==> src/rtl/fpu_issue_unit.sv <==
// Single-op sequencer ahead of the combinational FPU: registers operands, waits 1..16 cycles per SELECT, then holds the result.
// IN_READY only in IDLE or when the held result retires the same cycle; the result holds while OUT_READY is low.
module fpu_issue_unit #(
  parameter int BASE_LATENCY = 1,
  parameter int FMA_LATENCY  = 2,
  parameter int DIV_LATENCY  = 4
) (
  input  logic        CLK,
  input  logic        RESET,
  input  logic        FLUSH,
  input  logic        IN_VALID,
  output logic        IN_READY,
  input  logic [31:0] IN_DATA1,
  input  logic [31:0] IN_DATA2,
  input  logic [31:0] IN_DATA3,
  input  logic [4:0]  IN_SELECT,
  input  logic [4:0]  IN_RD,
  output logic [31:0] FPU_DATA1,
  output logic [31:0] FPU_DATA2,
  output logic [31:0] FPU_DATA3,
  output logic [4:0]  FPU_SELECT,
  input  logic [31:0] FPU_RESULT,
  output logic        OUT_VALID,
  input  logic        OUT_READY,
  output logic [31:0] OUT_RESULT,
  output logic [4:0]  OUT_RD,
  output logic        BUSY
);

  typedef enum logic [1:0] {IDLE, EXEC, DONE} state_t;

  state_t      r_state;
  state_t      w_next_state;
  logic [3:0]  r_cnt;
  logic [31:0] r_data1;
  logic [31:0] r_data2;
  logic [31:0] r_data3;
  logic [4:0]  r_select;
  logic [4:0]  r_rd;
  logic [31:0] r_result;
  logic [4:0]  r_out_rd;
  logic        r_out_valid;
  logic        w_accept;
  logic        w_exec_done;
  logic [3:0]  w_lat_m1;

  // Counter is preloaded with latency-1 so that CNT==0 marks the final EXEC cycle.
  always_comb begin
    w_lat_m1 = 4'(BASE_LATENCY - 1);
    if (IN_SELECT == 5'b00100) begin
      w_lat_m1 = 4'(DIV_LATENCY - 1);
    end else if (IN_SELECT >= 5'b01110 && IN_SELECT <= 5'b10001) begin
      w_lat_m1 = 4'(FMA_LATENCY - 1);
    end
  end

  assign IN_READY    = !FLUSH && ((r_state == IDLE) || (r_state == DONE && OUT_READY));
  assign w_accept    = IN_VALID && IN_READY;
  assign w_exec_done = (r_state == EXEC) && (r_cnt == 4'd0);

  always_comb begin
    w_next_state = r_state;
    if (FLUSH) begin
      w_next_state = IDLE;
    end else begin
      case (r_state)
        IDLE: if (w_accept) w_next_state = EXEC;
        EXEC: if (r_cnt == 4'd0) w_next_state = DONE;
        DONE: begin
          if (w_accept) w_next_state = EXEC;
          else if (OUT_READY) w_next_state = IDLE;
        end
        default: w_next_state = IDLE;
      endcase
    end
  end

  always_ff @(posedge CLK) begin
    if (RESET) r_state <= IDLE;
    else       r_state <= w_next_state;
  end

  always_ff @(posedge CLK) begin
    if (RESET) begin
      r_cnt       <= 4'd0;
      r_data1     <= 32'd0;
      r_data2     <= 32'd0;
      r_data3     <= 32'd0;
      r_select    <= 5'd0;
      r_rd        <= 5'd0;
      r_result    <= 32'd0;
      r_out_rd    <= 5'd0;
      r_out_valid <= 1'b0;
    end else if (FLUSH) begin
      r_cnt       <= 4'd0;
      r_out_valid <= 1'b0;
    end else begin
      if (w_accept) begin
        r_data1  <= IN_DATA1;
        r_data2  <= IN_DATA2;
        r_data3  <= IN_DATA3;
        r_select <= IN_SELECT;
        r_rd     <= IN_RD;
        r_cnt    <= w_lat_m1;
      end else if (r_state == EXEC && r_cnt != 4'd0) begin
        r_cnt <= r_cnt - 4'd1;
      end
      if (w_exec_done) begin
        r_result    <= FPU_RESULT;
        r_out_rd    <= r_rd;
        r_out_valid <= 1'b1;
      end else if (r_state == DONE && OUT_READY) begin
        r_out_valid <= 1'b0;
      end
    end
  end

  assign FPU_DATA1  = r_data1;
  assign FPU_DATA2  = r_data2;
  assign FPU_DATA3  = r_data3;
  assign FPU_SELECT = r_select;
  assign OUT_VALID  = r_out_valid;
  assign OUT_RESULT = r_result;
  assign OUT_RD     = r_out_rd;
  assign BUSY       = (r_state != IDLE);

endmodule
==> config.mk <==
export PLATFORM = sky130hd
export DESIGN_NAME = fpu_issue_unit
export DESIGN_NICKNAME = d
export VERILOG_FILES = /design/src/rtl/fpu_issue_unit.sv
export SDC_FILE = /design/constraint.sdc
export NUM_CORES = 1
export LEC_CHECK = 0
export CAP_MARGIN = 25
export CORE_UTILIZATION = 35
export CTS_CLUSTER_DIAMETER = 60
export DETAILED_ROUTE_END_ITERATION = 8
export PLACE_DENSITY = 0.7
export SYNTH_ARGS = -nofsm -noshare
export SYNTH_HDL_FRONTEND = slang
export SYNTH_SLANG_ARGS = --single-unit
export TNS_END_PERCENT = 50
==> constraint.sdc <==
create_clock -name CLK -period 2.5 [get_ports CLK]
set_clock_uncertainty 0.15 [all_clocks]
set_input_delay 0.375 -clock CLK [delete_from_list [all_inputs] [get_ports CLK]]
set_output_delay 0.375 -clock CLK [all_outputs]
set_load 0.02 [all_outputs]
## Word-level counts from Yosys, hierarchy flattened

Cells that the tools add are included.

- Memories: 0
- RAM bits: 0
- Bits in registers: 150
- Memory bits (read-only): 0
- Word-level logic and storage cells: 49
- Bits in latches: 0

- Div/mod/pow operators: 0
- Shift-type cells: 0
- Bitwise gates (word level): 1
- Equal/unequal tests: 6
- Reduce and logical (&&, ||, !) cells: 18
- Add/subtract/negate cells: 1
- Multiply operators: 0
- Mux-type cells: 11
- Magnitude comparators: 2

Operator list:

| cell | count |
|---|---|
| 2-bit two-way mux | 5 |
| 4-bit two-way mux | 2 |
| 1-bit logical AND | 6 |
| 2-bit case mux with 3 select lines | 1 |
| 2-bit nonzero test | 3 |
| 5-bit by 3-bit equality test with 1-bit output, second input constant | 1 |
| 5-bit by 4-bit >= comparator with 1-bit output, second input constant | 1 |
| 5-bit less-or-equal comparator, second input constant | 1 |
| 4-bit zero test | 1 |
| 2-bit AND reduction | 2 |
| 4-bit nonzero test | 1 |
| 4-bit by 1-bit subtractor with 4-bit output, second input constant | 1 |
| 1-bit two-way mux | 3 |
| 3-bit != test, second input constant | 1 |
| 3-bit AND reduction | 1 |
| 2-bit by 1-bit equality test with 1-bit output, second input constant | 1 |
| 2-bit equality test, second input constant | 1 |
| 2-bit zero test | 1 |
| 2-bit by 1-bit != test with 1-bit output, second input constant | 1 |
| 2-bit != test, second input constant | 1 |
| 2-bit OR reduction | 1 |
| 1-bit zero test | 1 |
| 1-bit logical OR | 1 |
| 1-bit NOT | 1 |

## Logic depth before layout (Yosys ltp)

Gate-level depths: netlist (run 1).

- Depth in word-level cells: 7
- Mapped depth: 8
- Mapped depth without buffers: 6

## Worst setup path after synthesis (run 1)

OpenSTA, ideal clock, no wires.

- Path kind: register to register
- Start point: register r_cnt[0]
- End point: register r_result[10], in the netlist OUT_RESULT[10]
- Stages on the path, launching flop included: 9
- Path buffers: 2
- Setup slack: 0.498 ns
- Arrival: 1.720 ns
- Period minus slack after synthesis: 2.002 ns
- Cell sequence: dfxtp_1 > inv_1 > ha_1 > or3b_4 > or3_1 > buf_6 > buf_8 > nand2_1 > a21oi_1

- Cells in the longest elaborated chain, start to end: 3

Ends and longest elaborated chain:

| item | RTL line | text |
|---|---|---|
| start: declaration | 34 | `logic [3:0] r_cnt;` |
| start signal: assignment | 104 | `r_cnt <= w_lat_m1;` |
| start signal: assignment | 106 | `r_cnt <= r_cnt - 4'd1;` |
| 4-bit zero test | 59 | `assign w_exec_done = (r_state == EXEC) && (r_cnt == 4'd0);` |
| 1-bit logical AND | 59 |  |
| 2-bit AND reduction (no source line) | n/a |  |
| end signal: assignment | 91 | `r_result <= 32'd0;` |
| end signal: assignment | 109 | `r_result <= FPU_RESULT;` |
| end: declaration | 40 | `logic [31:0] r_result;` |

Every way passes these cells.
A chain may end at the register's enable or synchronous reset.

## Worst setup path in the final report (run 1)

- Start point: register r_state[1]
- End point: output IN_READY

- Cells in the longest elaborated chain, start to end: 4
- Elaborated cells between the ends (all ways): 5
- Classes of those cells: 1 x eq/ne; 4 x reduce/logical

Ends and longest elaborated chain:

| item | RTL line | text |
|---|---|---|
| start: declaration | 32 | `state_t r_state;` |
| start signal: assignment | 80 | `else r_state <= w_next_state;` |
| 2-bit equality test | 57 | `assign IN_READY = !FLUSH && ((r_state == IDLE) \|\| (r_state == DONE && OUT_READY));` |
| 1-bit logical AND | 57 |  |
| 1-bit logical OR * | 57 |  |
| 1-bit logical AND * | 57 |  |
| end: declaration | 12 | `output logic IN_READY,` |

Mark *: on every way between the ends. The rest lies on a longest branch, timed or not.

==> flow_summary.yaml, run 1 <==
clock_tree:
  clock_latency_ns: 0.42
  postCtsHoldBufs: 0
  ctsLongestPathBuffers: 2
  numCtsBuffers: 17
  cts_max_level: 4
  cts_resized: 0
  cts_tree: "done"
  path_clk_slew_ns: 0.06
  numClockSinks: 150
  cts_setup_buffers: 0
  cts_root_buffer: "clkbuf_16"
layout:
  layout-drive-gt1-share: 0.0525
  num-nets-final: 1085
  area_growth_pct: 66.2
  final_cell_mix: "nand2_1 (288), clkdlybuf4s50_1 (282), dfxtp_1 (150), a21oi_1 (146), clkbuf_16 (17)"
  mostFrequentLayoutCell: "nand2_1"
  filler_cell_count: 1339
  antenna_cells: 0
synthesis:
  synth_top_family_by_area: "simple AND/OR/NAND/NOR gates"
  netlist_instances: 674
  syn-cell-area_mm2: 0.00537
  synth_enable_flop_cells: 0
  syn_nets: 818
  synth-simple-area-share: 0.232
  yosys.cell_types.count: 33
  yosysSeqAreaShare: 0.559
  synthArstFlopShare: 0
  avgSynthCellArea_um2: 7.97
  synth_compound_area_frac: 0.147
  ys_ff_latch: 150
  muxShareOfSynthArea: 0
  synthFlopType: "dfxtp_1"
  yosys_warnings: 0
  yosys.area_share.xor_xnor: 0.00326
  synth_adder_area_share: 0.00233
floorplan:
  start_util: 0.364
  fp.dieArea_mm2: 0.0158
  die_x_um: 126
  row_count: 44
  core-area_mm2: 0.0148
  dieHeight_um: 126
  num_io_pins: 284
grt:
  antenna_found_initial: 0
  grt_usage: 0.202
  grt_pass1_wl_mm: 25.1
  grt_max_degree: 77
  grt_pass1_vias: 5007
  grt_overflow: 0
timing:
  finalCriticalPeriod_ns: 2.30
  slew_viol_final: 0
  fmax_mhz: 434
  setup_tns_ns: 0
  holdWs_ns: 0.246
  worst_slew_pin_slew_ns: 0.435
  finalSetupViolCount: 0
  slew_headroom: 0.710
  rsz0062_at_grt: "false"
  post-route-period-util: 0.922
  worst_slack_ns: 0.196
  final_hold_viol_count: 0
pwr:
  ir_drop_v: 0.000402
  p_leak_nw: 3.17
  powerDensity_mw_per_mm2: 652
  total_power_mw: 5.82
detailed_routing:
  route.detailed.drc: 0
  vias_per_cell: 4.62
  drt_iter0_drc: 252
  num_vias: 5247
  postRouteAntennaNets: 0
  routed_wl_mm: 15.8
  first_pass_iters: 4
  wl_per_cell_um: 13.9
setup_path:
  path_max_fanout: 8
  arrival_ns: 1.78
  critical_path_class: "reg -> out"
  required_ns: 1.98
  startpoint_type: "register"
  cp-end-kind: "output port"
placement:
  io_buffers: 283
  gp_congestion: 0.799
  dp_hpwl_mm: 11.1
  pre_cts_ws_ns: 0.199
worst_hold_path:
  hp-class: "in -> reg"
flow_run:
  max-cap-violations: 0
run_status:
  status: "completed"
==> Yosys cell counts (2+ instances only) <==
library cell    n  area share
buf_8           3      0.0084
dfxtp_1       150        0.56
a31oi_1         2      0.0023
o21ai_0         4      0.0037
a21oi_1       146        0.14
nand2_1       288        0.20
nor2b_1         2      0.0023
nor2_1          4      0.0028
nand3_1         2      0.0019
nor3_1          4      0.0037
buf_6           7       0.015
clkbuf_1       26       0.018
buf_2          11       0.010
nor4_1          2      0.0023
inv_1           4      0.0028
o22ai_1         2      0.0023
==> flip-flops by register name, summed over array words and instances, names as in the netlist <==
| register | count |
|---|---|
| FPU_DATA3 | 32 |
| r_rd | 5 |
| OUT_RESULT | 32 |
| OUT_VALID | 1 |
| r_state | 2 |
| OUT_RD | 5 |
| FPU_DATA1 | 32 |
| FPU_SELECT | 5 |
| r_cnt | 4 |
| FPU_DATA2 | 32 |
==> where the power goes <==
part / internal, mW / total [mW] / switching [mW]
sequential: 2.48 / 2.52 / 0.0431
combinational: 0.417 / 0.765 / 0.348
clock: 1.56 / 2.53 / 0.968
==> kinds of logic after synthesis <==
family,Yosys count
and+or+nand+nor,313
DFF,150
xor gates and xnor gates,2
buffers and inverters,52
adders and majority gates,1
AOI/OAI and AO/OA,156
==> layer usage <==
layer | track usage | share of wire | vias up
met3 | 0.0803 | 0.094 | 25
met1 | 0.232 | 0.42 | 2312
met4 | 0.0865 | 0.019 | 0
li1 | - | - | 2713
met5 | 0 | 0 | -
met2 | 0.332 | 0.46 | 197
==> metrics by stage <==
step / util / std cells / instance area (um^2)
3_3_place_gp: 0.565 / 1106 / 8340
6_report: 0.605 / 1136 / 8920
2_1_floorplan: - / 674 / 5370
4_1_cts: 0.605 / 1136 / 8920
3_5_place_dp: 0.565 / 1106 / 8340
5_1_grt: 0.605 / 1136 / 8920
==> final timing paths <==
path	from	depth (start not counted)	slack, ns	end
max reg2reg	r_cnt[0]	7	0.32	OUT_RESULT[3]
min	RESET	2	0.25	FPU_DATA1[3]
min reg2reg	r_rd[1]	2	0.30	OUT_RD[1]
max	r_state[1]	3	0.20	IN_READY
==> final cells by class <==
type	instances	area (um^2)	area share
Clock buffer	22	484	0.0543
Inverter	4	15.0	0.00168
Clock inverter	8	98.8	0.0111
Multi-Input combinational cell	472	2080	0.233
Timing Repair Buffer	296	3020	0.338
Tap cell	184	230	0.0258
Sequential cell	150	3000	0.337
==> worst max-delay path, cell delays in order (launching register included) <==
cell and delay, ns:
dfxtp_1 0.45, nor2b_1 0.28, nor3_1 0.08, clkdlybuf4s50_1 0.55
(Power assumes the default switching activity.)
==> run 2: changes to the inputs <==
--- a/config.mk
+++ b/config.mk
@@ -6,10 +6,10 @@
 export NUM_CORES = 1
 export LEC_CHECK = 0
 export CAP_MARGIN = 25
-export CORE_UTILIZATION = 35
+export CORE_UTILIZATION = 39
 export CTS_CLUSTER_DIAMETER = 60
 export DETAILED_ROUTE_END_ITERATION = 8
-export PLACE_DENSITY = 0.7
+export PLACE_DENSITY = 0.78
 export SYNTH_ARGS = -nofsm -noshare
 export SYNTH_HDL_FRONTEND = slang
 export SYNTH_SLANG_ARGS = --single-unit
==> flow_summary.yaml, run 2 (synthesis results as in run 1) <==
setup_path:
  critical_path_class: "reg -> out"
  cp-end-kind: "output port"
  r2r_cells: 7
  required_ns: 1.98
  path_max_fanout: 8
  arrival_ns: 1.76
  startpoint_type: "register"
clock_tree:
  numCtsBuffers: 17
  clock_latency_ns: 0.41
  cts_root_buffer: "clkbuf_16"
  path_clk_slew_ns: 0.06
  postCtsHoldBufs: 0
  cts_resized: 0
  cts_setup_buffers: 0
  cts_max_level: 4
  cts_tree: "done"
  ctsLongestPathBuffers: 2
  numClockSinks: 150
placement:
  dp.cells: 1097
  pre_cts_ws_ns: 0.230
  dp_hpwl_mm: 11.4
  gp_congestion: 0.782
  dpl_cell_area_mm2: 0.00831
  io_buffers: 283
detailed_routing:
  drt_iter0_drc: 320
  vias_per_cell: 4.78
  wl_per_cell_um: 14.6
  num_vias: 5402
  routed_wl_mm: 16.4
  postRouteAntennaNets: 0
  route.detailed.drc: 0
  first_pass_iters: 4
timing:
  worst_slack_ns: 0.214
  slew_viol_final: 0
  post-route-period-util: 0.914
  final_hold_viol_count: 0
  slew_headroom: 0.725
  fmax_mhz: 437
  rsz0062_at_grt: "false"
  setup_tns_ns: 0
  finalSetupViolCount: 0
  finalCriticalPeriod_ns: 2.29
  worst_slew_pin_slew_ns: 0.412
floorplan:
  num_io_pins: 284
  fp.dieArea_mm2: 0.0142
  die_x_um: 119
  core-area_mm2: 0.0133
  row_count: 42
  dieHeight_um: 119
  start_util: 0.402
layout:
  final_cell_mix: "nand2_1 (288), clkdlybuf4s50_1 (282), dfxtp_1 (150), a21oi_1 (146), clkbuf_16 (17)"
  num-nets-final: 1084
  antenna_cells: 0
  stdcell_count: 1129
  fin_area_mm2: 0.00895
  mostFrequentLayoutCell: "nand2_1"
  layout-drive-gt1-share: 0.0504
  area_growth_pct: 66.7
flow_run:
  max-cap-violations: 0
worst_hold_path:
  hp-class: "in -> reg"
  holdPathStages: 2
pwr:
  ir_drop_v: 0.000373
  total_power_mw: 6.07
  p_leak_nw: 3.18
  powerDensity_mw_per_mm2: 678
grt:
  grt_pass1_wl_mm: 25.5
  grt_pass1_vias: 5147
  grt_max_degree: 91
  grt_usage: 0.228
  grt_overflow: 0
  antenna_found_initial: 0
run_status:
  status: "completed"
[run 2: layout make-up]
cell class | instances | area [um^2]
clock buffers | 23 | 468
repair buffers | 295 | 3000
flip-flops and latches | 150 | 3000
inverters | 4 | 15.0
well taps | 176 | 220
multi-input cells | 472 | 2080
fillers | 1104 | 4400
clock inverters | 9 | 173
[run 2: metal layers]
metal | vias up | share of wire | routed length [um] | track usage
li1 | 2710 | - | - | -
met1 | 2435 | 0.40 | 6560 | 0.254
met2 | 232 | 0.48 | 7810 | 0.376
met3 | 25 | 0.10 | 1660 | 0.0939
met4 | 0 | 0.024 | 390 | 0.113
met5 | - | 0 | 0 | 0
[run 2: per-stage QoR]
stage / util / hold WS (ns)
floorplan: - / 0.282
global placement: 0.623 / 0.289
detailed placement: 0.623 / 0.294
CTS: 0.671 / 0.140
global route: 0.671 / 0.150
finish: 0.671 / 0.149
[run 2: worst max-delay path, stage by stage (launching register included)]
cell and delay, ns:
dfxtp_1 0.45, nor2b_1 0.28, nor3_1 0.07, clkdlybuf4s50_1 0.54
[run 2: where the power goes]
group / switching [mW] / total (mW) / internal [mW]
combinational: 0.353 / 0.767 / 0.414
sequential: 0.0451 / 2.53 / 2.48
clock: 0.955 / 2.78 / 1.82
[run 2: path summary, 6_finish.rpt]
path                            startpoint             end  slack (ns)
worst max-delay path            r_state[1]        IN_READY        0.21
worst min-delay path                 RESET   OUT_RESULT[5]        0.15
worst max register to register    r_cnt[0]  OUT_RESULT[24]        0.31
worst min register to register     r_rd[0]       OUT_RD[0]        0.29
